$ cat src/rtl/spi_arbiter_if.sv
// Client-side and quick_spi-side handshake bundle for spi_arbiter.
// slave = arbiter view, master = clients plus SPI engine view.
interface spi_arbiter_if #(
  parameter int NUM_REQUESTERS  = 2,
  parameter int MAX_DATA_LENGTH = 16,
  parameter int NUM_DEVICES     = 1
);
  localparam int LEN_WIDTH = $clog2(MAX_DATA_LENGTH);
  localparam int DW        = MAX_DATA_LENGTH * NUM_DEVICES;

  logic [NUM_REQUESTERS-1:0]           req_wrdata_valid_i;
  logic [NUM_REQUESTERS-1:0]           req_wrdata_ready_o;
  logic [NUM_REQUESTERS*LEN_WIDTH-1:0] req_wrdata_len_i;
  logic [NUM_REQUESTERS*DW-1:0]        req_wrdata_i;
  logic [NUM_REQUESTERS-1:0]           req_lock_i;
  logic [NUM_REQUESTERS-1:0]           req_rddata_valid_o;
  logic [NUM_REQUESTERS-1:0]           req_rddata_ready_i;
  logic [MAX_DATA_LENGTH-1:0]          req_rddata_mask_o;
  logic [DW-1:0]                       req_rddata_o;

  logic                                spi_wrdata_valid_o;
  logic                                spi_wrdata_ready_i;
  logic [LEN_WIDTH-1:0]                spi_wrdata_len_o;
  logic [DW-1:0]                       spi_wrdata_o;
  logic                                spi_rddata_valid_i;
  logic                                spi_rddata_ready_o;
  logic [MAX_DATA_LENGTH-1:0]          spi_rddata_mask_i;
  logic [DW-1:0]                       spi_rddata_i;

  logic [NUM_REQUESTERS-1:0]           grant_o;
  logic                                busy_o;

  modport slave (
    input  req_wrdata_valid_i, req_wrdata_len_i, req_wrdata_i, req_lock_i,
    input  req_rddata_ready_i,
    output req_wrdata_ready_o, req_rddata_valid_o, req_rddata_mask_o, req_rddata_o,
    output spi_wrdata_valid_o, spi_wrdata_len_o, spi_wrdata_o, spi_rddata_ready_o,
    input  spi_wrdata_ready_i, spi_rddata_valid_i, spi_rddata_mask_i, spi_rddata_i,
    output grant_o, busy_o
  );

  modport master (
    output req_wrdata_valid_i, req_wrdata_len_i, req_wrdata_i, req_lock_i,
    output req_rddata_ready_i,
    input  req_wrdata_ready_o, req_rddata_valid_o, req_rddata_mask_o, req_rddata_o,
    input  spi_wrdata_valid_o, spi_wrdata_len_o, spi_wrdata_o, spi_rddata_ready_o,
    output spi_wrdata_ready_i, spi_rddata_valid_i, spi_rddata_mask_i, spi_rddata_i,
    input  grant_o, busy_o
  );
endinterface

$ cat src/rtl/spi_arbiter.sv
// Round-robin arbiter sharing one quick_spi between NUM_REQUESTERS clients.
// Optional macro SPI_ARB_LOCK_EN: req_lock_i keeps the grant across transactions.
module spi_arbiter #(
  parameter int NUM_REQUESTERS  = 2,
  parameter int MAX_DATA_LENGTH = 16,
  parameter int NUM_DEVICES     = 1
) (
  input  logic          clk_i,
  input  logic          rst_i,
  spi_arbiter_if.slave  bus
);
  localparam int LEN_WIDTH = $clog2(MAX_DATA_LENGTH);
  localparam int DW        = MAX_DATA_LENGTH * NUM_DEVICES;
  localparam int GW        = $clog2(NUM_REQUESTERS);

  typedef enum logic [1:0] {IDLE, ISSUE, WAIT_RD} state_t;

  state_t                    state_reg;
  logic [GW-1:0]             grant_idx_reg;
  logic [GW-1:0]             rr_ptr_reg;
  logic [NUM_REQUESTERS-1:0] grant_reg;
  logic                      busy_reg;

  logic [GW-1:0]             winner_next;
  logic                      found_next;
  logic [GW-1:0]             rr_ptr_next;
  logic                      rd_fire;
  logic                      lock_hold;
  int                        cand;

  // Rotating priority search starting at rr_ptr.
  always_comb begin
    winner_next = '0;
    found_next  = 1'b0;
    cand        = 0;
    for (int i = 0; i < NUM_REQUESTERS; i++) begin
      cand = int'(rr_ptr_reg) + i;
      if (cand >= NUM_REQUESTERS) cand = cand - NUM_REQUESTERS;
      if (!found_next && bus.req_wrdata_valid_i[cand]) begin
        found_next  = 1'b1;
        winner_next = cand[GW-1:0];
      end
    end
  end

  assign rr_ptr_next = (grant_idx_reg == GW'(NUM_REQUESTERS - 1)) ? '0 : grant_idx_reg + 1'b1;
  assign rd_fire     = (state_reg == WAIT_RD) && bus.spi_rddata_valid_i
                       && bus.req_rddata_ready_i[grant_idx_reg];

`ifdef SPI_ARB_LOCK_EN
  assign lock_hold = bus.req_lock_i[grant_idx_reg];
`else
  logic unused_lock;
  assign lock_hold   = 1'b0;
  assign unused_lock = ^bus.req_lock_i;
`endif

  always_ff @(posedge clk_i) begin
    if (rst_i) begin
      state_reg     <= IDLE;
      grant_idx_reg <= '0;
      rr_ptr_reg    <= '0;
      grant_reg     <= '0;
      busy_reg      <= 1'b0;
    end else begin
      case (state_reg)
        IDLE: begin
          if (found_next) begin
            grant_idx_reg <= winner_next;
            grant_reg     <= NUM_REQUESTERS'(1) << winner_next;
            busy_reg      <= 1'b1;
            state_reg     <= ISSUE;
          end
        end
        ISSUE: begin
          // A withdrawn request gives the slot back without advancing rr_ptr.
          if (!bus.req_wrdata_valid_i[grant_idx_reg]) begin
            state_reg <= IDLE;
            grant_reg <= '0;
            busy_reg  <= 1'b0;
          end else if (bus.spi_wrdata_ready_i) begin
            state_reg <= WAIT_RD;
          end
        end
        WAIT_RD: begin
          if (rd_fire) begin
            if (lock_hold) begin
              state_reg <= ISSUE;
            end else begin
              state_reg  <= IDLE;
              grant_reg  <= '0;
              busy_reg   <= 1'b0;
              rr_ptr_reg <= rr_ptr_next;
            end
          end
        end
        default: begin
          state_reg <= IDLE;
          grant_reg <= '0;
          busy_reg  <= 1'b0;
        end
      endcase
    end
  end

  assign bus.spi_wrdata_valid_o = (state_reg == ISSUE) && bus.req_wrdata_valid_i[grant_idx_reg];
  assign bus.spi_wrdata_len_o   = bus.req_wrdata_len_i[grant_idx_reg*LEN_WIDTH +: LEN_WIDTH];
  assign bus.spi_wrdata_o       = bus.req_wrdata_i[grant_idx_reg*DW +: DW];
  assign bus.spi_rddata_ready_o = (state_reg == WAIT_RD) && bus.req_rddata_ready_i[grant_idx_reg];
  assign bus.req_rddata_mask_o  = bus.spi_rddata_mask_i;
  assign bus.req_rddata_o       = bus.spi_rddata_i;
  assign bus.grant_o            = grant_reg;
  assign bus.busy_o             = busy_reg;

  genvar gi;
  generate
    for (gi = 0; gi < NUM_REQUESTERS; gi++) begin : g_client
      assign bus.req_wrdata_ready_o[gi] = (state_reg == ISSUE) && (grant_idx_reg == GW'(gi))
                                          && bus.spi_wrdata_ready_i;
      assign bus.req_rddata_valid_o[gi] = (state_reg == WAIT_RD) && (grant_idx_reg == GW'(gi))
                                          && bus.spi_rddata_valid_i;
    end
  endgenerate
endmodule
$ cat src/flat_wrapper.sv
// flat-port wrapper written by rule: the top's interface ports become plain ports
module spi_arbiter_flat 
#(
  parameter int NUM_REQUESTERS  = 2,
  parameter int MAX_DATA_LENGTH = 16,
  parameter int NUM_DEVICES     = 1
)
  (clk_i, rst_i, bus_req_wrdata_valid_i, bus_req_wrdata_len_i, bus_req_wrdata_i, bus_req_lock_i, bus_req_rddata_ready_i, bus_req_wrdata_ready_o, bus_req_rddata_valid_o, bus_req_rddata_mask_o, bus_req_rddata_o, bus_spi_wrdata_valid_o, bus_spi_wrdata_len_o, bus_spi_wrdata_o, bus_spi_rddata_ready_o, bus_spi_wrdata_ready_i, bus_spi_rddata_valid_i, bus_spi_rddata_mask_i, bus_spi_rddata_i, bus_grant_o, bus_busy_o);
  spi_arbiter_if #(.NUM_REQUESTERS(NUM_REQUESTERS), .MAX_DATA_LENGTH(MAX_DATA_LENGTH), .NUM_DEVICES(NUM_DEVICES)) bus_i ();
  input  logic clk_i;
  input  logic rst_i;
  input wire logic [$bits(bus_i.req_wrdata_valid_i)-1:0] bus_req_wrdata_valid_i;
  input wire logic [$bits(bus_i.req_wrdata_len_i)-1:0] bus_req_wrdata_len_i;
  input wire logic [$bits(bus_i.req_wrdata_i)-1:0] bus_req_wrdata_i;
  input wire logic [$bits(bus_i.req_lock_i)-1:0] bus_req_lock_i;
  input wire logic [$bits(bus_i.req_rddata_ready_i)-1:0] bus_req_rddata_ready_i;
  output wire logic [$bits(bus_i.req_wrdata_ready_o)-1:0] bus_req_wrdata_ready_o;
  output wire logic [$bits(bus_i.req_rddata_valid_o)-1:0] bus_req_rddata_valid_o;
  output wire logic [$bits(bus_i.req_rddata_mask_o)-1:0] bus_req_rddata_mask_o;
  output wire logic [$bits(bus_i.req_rddata_o)-1:0] bus_req_rddata_o;
  output wire logic [$bits(bus_i.spi_wrdata_valid_o)-1:0] bus_spi_wrdata_valid_o;
  output wire logic [$bits(bus_i.spi_wrdata_len_o)-1:0] bus_spi_wrdata_len_o;
  output wire logic [$bits(bus_i.spi_wrdata_o)-1:0] bus_spi_wrdata_o;
  output wire logic [$bits(bus_i.spi_rddata_ready_o)-1:0] bus_spi_rddata_ready_o;
  input wire logic [$bits(bus_i.spi_wrdata_ready_i)-1:0] bus_spi_wrdata_ready_i;
  input wire logic [$bits(bus_i.spi_rddata_valid_i)-1:0] bus_spi_rddata_valid_i;
  input wire logic [$bits(bus_i.spi_rddata_mask_i)-1:0] bus_spi_rddata_mask_i;
  input wire logic [$bits(bus_i.spi_rddata_i)-1:0] bus_spi_rddata_i;
  output wire logic [$bits(bus_i.grant_o)-1:0] bus_grant_o;
  output wire logic [$bits(bus_i.busy_o)-1:0] bus_busy_o;
  assign bus_i.req_wrdata_valid_i = bus_req_wrdata_valid_i;
  assign bus_i.req_wrdata_len_i = bus_req_wrdata_len_i;
  assign bus_i.req_wrdata_i = bus_req_wrdata_i;
  assign bus_i.req_lock_i = bus_req_lock_i;
  assign bus_i.req_rddata_ready_i = bus_req_rddata_ready_i;
  assign bus_req_wrdata_ready_o = bus_i.req_wrdata_ready_o;
  assign bus_req_rddata_valid_o = bus_i.req_rddata_valid_o;
  assign bus_req_rddata_mask_o = bus_i.req_rddata_mask_o;
  assign bus_req_rddata_o = bus_i.req_rddata_o;
  assign bus_spi_wrdata_valid_o = bus_i.spi_wrdata_valid_o;
  assign bus_spi_wrdata_len_o = bus_i.spi_wrdata_len_o;
  assign bus_spi_wrdata_o = bus_i.spi_wrdata_o;
  assign bus_spi_rddata_ready_o = bus_i.spi_rddata_ready_o;
  assign bus_i.spi_wrdata_ready_i = bus_spi_wrdata_ready_i;
  assign bus_i.spi_rddata_valid_i = bus_spi_rddata_valid_i;
  assign bus_i.spi_rddata_mask_i = bus_spi_rddata_mask_i;
  assign bus_i.spi_rddata_i = bus_spi_rddata_i;
  assign bus_grant_o = bus_i.grant_o;
  assign bus_busy_o = bus_i.busy_o;
  spi_arbiter #(.NUM_REQUESTERS(NUM_REQUESTERS), .MAX_DATA_LENGTH(MAX_DATA_LENGTH), .NUM_DEVICES(NUM_DEVICES)) u_core (.clk_i(clk_i), .rst_i(rst_i), .bus(bus_i));
endmodule
$ cat config.mk
export PLATFORM = sky130hd
export DESIGN_NAME = spi_arbiter_flat
export DESIGN_NICKNAME = d
export VERILOG_FILES = /design/src/rtl/spi_arbiter_if.sv /design/src/rtl/spi_arbiter.sv /design/src/flat_wrapper.sv
export SDC_FILE = /design/constraint.sdc
export NUM_CORES = 1
export LEC_CHECK = 0
export BUFFER_PORTS_ARGS = -buffer_cell sky130_fd_sc_hd__buf_2
export CAP_MARGIN = 5
export CELL_PAD_IN_SITES_DETAIL_PLACEMENT = 1
export CELL_PAD_IN_SITES_GLOBAL_PLACEMENT = 2
export CORE_UTILIZATION = 10
export CTS_CLUSTER_DIAMETER = 150
export DETAILED_ROUTE_END_ITERATION = 10
export PLACE_DENSITY_LB_ADDON = 0.1
export SYNTH_ARGS = -nofsm -noshare
export SYNTH_HDL_FRONTEND = slang
export SYNTH_SLANG_ARGS = --single-unit
$ cat constraint.sdc
create_clock -name clk_i -period 1.6 [get_ports clk_i]
set_input_delay 0.32 -clock clk_i [delete_from_list [all_inputs] [get_ports clk_i]]
set_output_delay 0.32 -clock clk_i [all_outputs]
set_load 0.02 [all_outputs]
==> run_summary.xml, run 1 <==
<?xml version="1.0" encoding="UTF-8"?>
<metrics>
  <group name="grt">
    <metric name="grt-ovfl-total" unit="">0</metric>
    <metric name="grt_use_met3" unit="%">2.392</metric>
    <metric name="grt_pass1_vias" unit="">952</metric>
    <metric name="number_of_antenna_violations_at_the_first_check_in_global_routing" unit="">0</metric>
    <metric name="grt.met2_usage" unit="%">12.47</metric>
    <metric name="grt_max_degree" unit="">12</metric>
    <metric name="grt_first_pass_wirelength" unit="um">4443</metric>
    <metric name="met1_usage" unit="%">5.981</metric>
    <metric name="grt_busiest_layer" unit="">met2</metric>
    <metric name="globalRouteTotalUtil" unit="%">6.564</metric>
  </group>
  <group name="yosys">
    <metric name="synth_async_sr_flop_share" unit="%">0</metric>
    <metric name="synth_seq_cells" unit="">7</metric>
    <metric name="cell_count_after_synthesis" unit="">105</metric>
    <metric name="yosysSeqAreaShare" unit="%">16.18</metric>
    <metric name="syn_avg_cell_area" unit="um^2">8.246</metric>
    <metric name="ys.warnings.count" unit="">0</metric>
    <metric name="synth.distinct_cells" unit="">24</metric>
    <metric name="synth_top_flop_cell" unit="">sky130_fd_sc_hd__dfxtp_1</metric>
    <metric name="number_of_enable_flip_flop_cells_after_synthesis" unit="">0</metric>
    <metric name="synthesis.area" unit="um^2">865.8</metric>
    <metric name="syn_nets" unit="">187</metric>
  </group>
  <group name="critical_path">
    <metric name="largest_driver_fanout_on_the_critical_path" unit="">11</metric>
    <metric name="crit_path_buffers_inverters" unit="">2</metric>
    <metric name="startpoint_type" unit="">flip-flop</metric>
    <metric name="crit_required" unit="ns">1.28</metric>
    <metric name="worst_path_dominant_cell_family" unit="">flip-flops</metric>
    <metric name="critical-path-max-stage-delay" unit="ns">0.40</metric>
    <metric name="cp.arrival" unit="ns">1.29</metric>
    <metric name="cp-end-kind" unit="">output pin</metric>
    <metric name="path_class" unit="">reg2out</metric>
    <metric name="cp_cell_sequence" unit="">buf_12, mux2_2, buf_2</metric>
    <metric name="critical_path.slowest_cell" unit="">sky130_fd_sc_hd__dfxtp_4</metric>
  </group>
  <group name="sta">
    <metric name="fmax" unit="GHz">0.6218</metric>
    <metric name="final-setup-viol-count" unit="">6</metric>
    <metric name="hold_ws" unit="ns">0.4159</metric>
    <metric name="finalHoldViolCount" unit="">0</metric>
    <metric name="relSlewSlack" unit="%">79.56</metric>
    <metric name="grt_setup_unrepaired" unit="">yes</metric>
    <metric name="max_slew.worst_pin.slew" unit="ns">0.3027</metric>
    <metric name="setup_ws_post_layout" unit="ns">-0.008162</metric>
    <metric name="fin_worst_skew" unit="ns">0.0003762</metric>
    <metric name="final_min_period_over_clock_period" unit="%">100.5</metric>
    <metric name="period_needed" unit="ns">1.608</metric>
    <metric name="maxSlewViolCount" unit="">0</metric>
  </group>
  <group name="outcome">
    <metric name="result_of_the_run" unit="">finished with violations</metric>
    <metric name="violated_checks" unit="">setup timing</metric>
  </group>
  <group name="cells_and_area">
    <metric name="design.final.nets" unit="">239</metric>
    <metric name="num-fill-cells" unit="">1014</metric>
    <metric name="final_cells" unit="">261</metric>
    <metric name="area_delta_synth_final" unit="%">53.90</metric>
    <metric name="diodes" unit="">0</metric>
    <metric name="drive_gt1_share" unit="%">73.72</metric>
  </group>
  <group name="place">
    <metric name="dp.final_hpwl" unit="um">2536</metric>
    <metric name="placer_congestion" unit="">0.6303</metric>
    <metric name="port-buffer-count" unit="">76</metric>
    <metric name="placed_cells" unit="">256</metric>
  </group>
  <group name="clocking">
    <metric name="cts_made_buffers" unit="">3</metric>
    <metric name="ctsHoldBuffers" unit="">0</metric>
    <metric name="path_clk_slew" unit="ns">0.04</metric>
    <metric name="clk_lat_worst_skew" unit="ns">0.23</metric>
    <metric name="cts_buffer_depth" unit="">2</metric>
    <metric name="cts_post_setup_buffers_inserted" unit="">0</metric>
    <metric name="tritoncts" unit="">yes</metric>
    <metric name="htree_num_levels" unit="">1</metric>
    <metric name="cts.sink_count" unit="">7</metric>
    <metric name="root_buffer" unit="">sky130_fd_sc_hd__clkbuf_8</metric>
  </group>
  <group name="floorplan">
    <metric name="core" unit="um^2">8299</metric>
    <metric name="overall_die_area" unit="um^2">9035</metric>
    <metric name="chipHeight" unit="um">95.05</metric>
    <metric name="die_width" unit="um">95.05</metric>
    <metric name="effective_utilization_at_floorplan" unit="%">10.43</metric>
    <metric name="core.rowCount" unit="">33</metric>
    <metric name="pin_count" unit="">143</metric>
  </group>
  <group name="routing">
    <metric name="detailroute.via_count" unit="">922</metric>
    <metric name="drt.antenna.violating_nets" unit="">0</metric>
    <metric name="total_wire_length_after_detailed_routing" unit="um">3055</metric>
    <metric name="drc_errors" unit="">0</metric>
    <metric name="drtIter0Drc" unit="">14</metric>
    <metric name="route.detailed.vias_per_inst" unit="">3.533</metric>
    <metric name="first_pass_iters" unit="">2</metric>
    <metric name="wire_per_inst" unit="um">11.70</metric>
  </group>
  <group name="pwr">
    <metric name="ir_worst_vdd" unit="uV">169.8</metric>
    <metric name="ratio_of_total_power_to_cell_area" unit="nW/um^2">689.3</metric>
    <metric name="power" unit="mW">0.9185</metric>
    <metric name="leakage_power" unit="nW">0.6560</metric>
  </group>
  <group name="hold_path">
    <metric name="min-delay-path-class" unit="">in2reg</metric>
  </group>
  <group name="run">
    <metric name="max_cap_violations" unit="">0</metric>
  </group>
</metrics>
-- cell usage in the layout (no fill, tap or decap), types with 2 or more instances in the layout --
cell                       netlist  routed
sky130_fd_sc_hd__a21oi_1         4       4
sky130_fd_sc_hd__buf_2           0      67
sky130_fd_sc_hd__buf_4          32       8
sky130_fd_sc_hd__buf_6           1       7
sky130_fd_sc_hd__clkbuf_8        0       3
sky130_fd_sc_hd__dfxtp_1         7       4
sky130_fd_sc_hd__dfxtp_2         0       2
sky130_fd_sc_hd__inv_1           4       3
sky130_fd_sc_hd__mux2_2         21      16
sky130_fd_sc_hd__mux2_4          0       5
sky130_fd_sc_hd__nand2_1         7       6
sky130_fd_sc_hd__nor2_1          4       4
sky130_fd_sc_hd__nor3_1          2       2
sky130_fd_sc_hd__nor3b_1         2       2
sky130_fd_sc_hd__o21ai_0         4       4
sky130_fd_sc_hd__or3_1           2       2
-- logic make-up (layout without fill, tap and decap cells) --
family / count (synthesis) / in the layout / share of synthesized area (%)
and+or+nand+nor: 23 / 23 / 14.16
buffers and inverters: 41 / 92 / 32.51
muxes: 22 / 22 / 28.47
AOI/OAI and AO/OA: 12 / 12 / 8.671
DFF: 7 / 7 / 16.18
-- Yosys cell counts, types with 2 or more instances --
master                     count  area [um^2]
sky130_fd_sc_hd__buf_4        32        240.2
sky130_fd_sc_hd__clkbuf_1      4        15.01
sky130_fd_sc_hd__nor2_1        4        15.01
sky130_fd_sc_hd__nand2_1       7        26.28
sky130_fd_sc_hd__mux2_2       21        236.5
sky130_fd_sc_hd__dfxtp_1       7        140.1
sky130_fd_sc_hd__o21ai_0       4        20.02
sky130_fd_sc_hd__nor3_1        2        10.01
sky130_fd_sc_hd__nor3b_1       2        15.01
sky130_fd_sc_hd__inv_1         4        15.01
sky130_fd_sc_hd__or3_1         2        12.51
sky130_fd_sc_hd__a21oi_1       4        20.02
-- path summary, 6_finish.rpt --
check	start	to	slack, ns	cells past startpoint
worst max-delay path	u_core.grant_idx_reg	bus_spi_wrdata_o[15]	-0.008	3
worst min-delay path	bus_req_rddata_ready_i[1]	u_core.rr_ptr_reg	0.42	4
worst max register to register	u_core.grant_idx_reg	u_core.bus.grant_o[0]	0.10	4
worst min register to register	u_core.bus.grant_o[1]	u_core.bus.grant_o[1]	0.47	2
-- layer usage --
metal / wire length (um) / vias up / share of wire (%)
met3: 440 / 13 / 14
met4: 65 / 0 / 2.1
met1: 1030 / 402 / 34
met5: 0 / - / 0
li1: - / 428 / -
met2: 1518 / 79 / 50
-- final cells by class --
class / instances / area, um^2 / share of cell area (%)
Timing Repair Buffer: 84 / 521.8 / 39.15
Sequential cell: 7 / 146.4 / 10.99
Multi-Input combinational cell: 57 / 473.0 / 35.49
Tap cell: 105 / 131.4 / 9.859
Inverter: 4 / 15.01 / 1.127
Clock buffer: 4 / 45.04 / 3.380
-- what timing repair did --
action / 4_1_cts / 5_1_grt
setup endpoints to repair: 23 / 25
hold endpoints to repair: 0 / 0
gates resized for setup: 10 / 23
cloned: 1 / 0
pin swaps: 0 / 1
-- report_power, final --
group | internal [mW] | total [mW] | switching (mW)
Combinational | 0.233 | 0.446 | 0.213
Clock | 0.173 | 0.253 | 0.0805
Sequential | 0.197 | 0.219 | 0.0225
Total | 0.603 | 0.918 | 0.316
-- worst reg2reg max path, stage by stage (launching register included) --
cell	delay [ns]
sky130_fd_sc_hd__dfxtp_4	0.38
sky130_fd_sc_hd__mux2i_1	0.15
sky130_fd_sc_hd__o221a_1	0.28
sky130_fd_sc_hd__or4b_1	0.48
sky130_fd_sc_hd__a21oi_1	0.15
-- through the flow --
stage	TNS [ns]	worst slack, ns	cell area (um^2)	util [%]
finish	-0.02235	-0.008162	1333	16.06
floorplan	0	0.07754	865.8	-
global route	-0.6494	-0.05099	1333	16.06
detailed placement	-0.03109	-0.01632	1164	14.02
global placement	0	0.01034	1164	14.02
CTS	-0.2931	-0.02695	1260	15.18
Note: power is estimated with default switching activity, not from simulation.
==> inputs of run 2 (changes only) <==
- SETUP_SLACK_MARGIN: default -> 0.15
==> run 2 against run 1 <==
Against the previous run: the run now ends clean; wire length down 3.1%; register-to-register slack hardly changed; via count up 1.4%; first-iteration DRC count fell by 93%; cell area is 3.5% higher; sequential cell count unchanged; power up 1.0%; hold slack worse by 0.043 ns; critical path depth is the same; utilization up 0.56 points; critical endpoint is now bus_spi_wrdata_o[0]; largest cell class unchanged; largest power group unchanged.
==> run_summary.xml, run 2 (synthesis gave the netlist of run 1 again) <==
<?xml version="1.0" encoding="UTF-8"?>
<metrics>
  <group name="cells_and_area">
    <metric name="most-common-layout-cells" unit="">sky130_fd_sc_hd__buf_2, sky130_fd_sc_hd__mux2_2, sky130_fd_sc_hd__buf_4</metric>
    <metric name="diodes" unit="">0</metric>
    <metric name="final_util" unit="%">16.61</metric>
    <metric name="multi_input_area" unit="um^2">493.0</metric>
    <metric name="drive_gt1_share" unit="%">79.25</metric>
    <metric name="most_common_library_cell_in_the_layout_ignoring_fill_and_taps" unit="">sky130_fd_sc_hd__buf_2</metric>
    <metric name="final_cells" unit="">264</metric>
    <metric name="num-fill-cells" unit="">990</metric>
    <metric name="area_delta_synth_final" unit="%">59.25</metric>
    <metric name="design.final.nets" unit="">242</metric>
    <metric name="seq_area" unit="um^2">151.4</metric>
  </group>
  <group name="critical_path">
    <metric name="path_class" unit="">reg2out</metric>
    <metric name="cp-end-kind" unit="">output pin</metric>
    <metric name="crit_required" unit="ns">1.28</metric>
    <metric name="startpoint_type" unit="">flip-flop</metric>
    <metric name="cp.arrival" unit="ns">1.27</metric>
    <metric name="largest_driver_fanout_on_the_critical_path" unit="">12</metric>
    <metric name="worstRegToRegCells" unit="">4</metric>
    <metric name="critical_path_start" unit="">u_core.grant_idx_reg</metric>
    <metric name="regToRegSetupSlack" unit="ns">0.10</metric>
    <metric name="rr_endpoint" unit="">u_core.bus.grant_o[0]</metric>
    <metric name="regToRegStartpoint" unit="">u_core.grant_idx_reg</metric>
    <metric name="critical_path.endpoint" unit="">bus_spi_wrdata_o[0]</metric>
  </group>
  <group name="sta">
    <metric name="fmax" unit="GHz">0.6283</metric>
    <metric name="finalHoldViolCount" unit="">0</metric>
    <metric name="setup_ws_post_layout" unit="ns">0.008447</metric>
    <metric name="maxSlewViolCount" unit="">0</metric>
    <metric name="final-setup-viol-count" unit="">0</metric>
    <metric name="fin_worst_skew" unit="ns">0.002890</metric>
    <metric name="relSlewSlack" unit="%">80.66</metric>
    <metric name="grt_setup_unrepaired" unit="">yes</metric>
    <metric name="period_needed" unit="ns">1.592</metric>
    <metric name="max_slew.worst_pin.slew" unit="ns">0.2871</metric>
    <metric name="final_min_period_over_clock_period" unit="%">99.47</metric>
  </group>
  <group name="clocking">
    <metric name="htree_num_levels" unit="">1</metric>
    <metric name="clk_lat_worst_skew" unit="ns">0.22</metric>
    <metric name="ctsHoldBuffers" unit="">0</metric>
    <metric name="cts_buffer_depth" unit="">2</metric>
    <metric name="cts.sink_count" unit="">7</metric>
    <metric name="cts_made_buffers" unit="">3</metric>
    <metric name="path_clk_slew" unit="ns">0.04</metric>
    <metric name="root_buffer" unit="">sky130_fd_sc_hd__clkbuf_8</metric>
    <metric name="tritoncts" unit="">yes</metric>
  </group>
  <group name="floorplan">
    <metric name="pin_count" unit="">143</metric>
    <metric name="die_width" unit="um">95.05</metric>
    <metric name="core.rowCount" unit="">33</metric>
    <metric name="effective_utilization_at_floorplan" unit="%">10.43</metric>
    <metric name="chipHeight" unit="um">95.05</metric>
    <metric name="core" unit="um^2">8299</metric>
    <metric name="overall_die_area" unit="um^2">9035</metric>
  </group>
  <group name="routing">
    <metric name="drc_errors" unit="">0</metric>
    <metric name="drt.antenna.violating_nets" unit="">0</metric>
    <metric name="drtIter0Drc" unit="">1</metric>
    <metric name="first_pass_iters" unit="">2</metric>
    <metric name="detailroute.via_count" unit="">935</metric>
    <metric name="total_wire_length_after_detailed_routing" unit="um">2959</metric>
    <metric name="wire_per_inst" unit="um">11.21</metric>
    <metric name="route.detailed.vias_per_inst" unit="">3.542</metric>
  </group>
  <group name="outcome">
    <metric name="result_of_the_run" unit="">complete, no violations</metric>
  </group>
  <group name="pwr">
    <metric name="ir_worst_vdd" unit="uV">166.7</metric>
    <metric name="ratio_of_total_power_to_cell_area" unit="nW/um^2">673.1</metric>
    <metric name="leakage_power" unit="nW">0.6544</metric>
  </group>
  <group name="place">
    <metric name="dp.final_hpwl" unit="um">2482</metric>
    <metric name="placed_cells" unit="">257</metric>
    <metric name="port-buffer-count" unit="">76</metric>
    <metric name="placer_congestion" unit="">0.6630</metric>
    <metric name="post_place_setup_slack" unit="ns">0.001928</metric>
  </group>
  <group name="grt">
    <metric name="grt_first_pass_wirelength" unit="um">3891</metric>
    <metric name="grt-ovfl-total" unit="">0</metric>
    <metric name="number_of_antenna_violations_at_the_first_check_in_global_routing" unit="">0</metric>
    <metric name="globalRouteTotalUtil" unit="%">5.590</metric>
    <metric name="grt_max_degree" unit="">13</metric>
    <metric name="grt_pass1_vias" unit="">888</metric>
  </group>
  <group name="run">
    <metric name="max_cap_violations" unit="">0</metric>
  </group>
  <group name="hold_path">
    <metric name="min-delay-path-class" unit="">in2reg</metric>
  </group>
</metrics>
==> run 2: metal layers <==
metal | global-route usage, % | wire, um | vias to the layer above | share of wire, %
met5 | 0 | 0 | - | 0
met2 | 10.43 | 1496 | 79 | 51
met3 | 2.313 | 328 | 2 | 11
met1 | 5.495 | 1119 | 421 | 38
met4 | 2.020 | 15 | 0 | 0.51
li1 | - | - | 433 | -
==> run 2: how the worst min path moves through the flow <==
stage	slack (ns)	startpoint	cells after the start	endpoint
after floorplan	0.39	rst_i	1	u_core.bus.busy_o
after global placement	0.46	u_core.bus.grant_o[1]	2	u_core.bus.grant_o[1]
after detailed placement	0.46	u_core.bus.grant_o[1]	2	u_core.bus.grant_o[1]
after CTS	0.37	rst_i	2	u_core.state_reg[0]
after global routing	0.39	rst_i	2	u_core.bus.busy_o
final	0.37	rst_i	2	u_core.bus.busy_o
==> run 2: stage by stage <==
step                total power [mW]    TNS, ns  instance area [um^2]  hold WS (ns)
finish                        0.9281          0                  1379        0.3731
global placement              0.6131  -0.008127                  1171        0.4571
detailed placement            0.6105          0                  1171        0.4558
global route                  0.9784    -0.3498                  1379        0.3923
floorplan                     0.5595          0                 867.1        0.3891
CTS                           0.8890    -0.1254                  1272        0.3678
==> run 2: area by class of cell <==
class	count	area share [%]
multi-input cells	57	35.75
flip-flops and latches	7	10.98
repair buffers	87	39.38
well taps	105	9.528
clock buffers	4	3.267
inverters	4	1.089
==> run 2: timing repair <==
item,4_1_cts,5_1_grt
setup buffers,1,2
pin swaps,0,3
resized for setup,18,27
endpoints found under the setup margin,31,30
==> run 2: power breakdown <==
group          leakage (nW)  switching [mW]  total, mW  internal (mW)
registers            0.0597          0.0211      0.217          0.196
clock network        0.0228          0.0772      0.250          0.173
logic                 0.572           0.218      0.461          0.243
==> run 2: worst max-delay path, cell delays in order, from the launching register on <==
cell                      delay [ns]
sky130_fd_sc_hd__dfxtp_4        0.40
sky130_fd_sc_hd__buf_12         0.15
sky130_fd_sc_hd__mux2_2         0.34
sky130_fd_sc_hd__buf_2          0.16
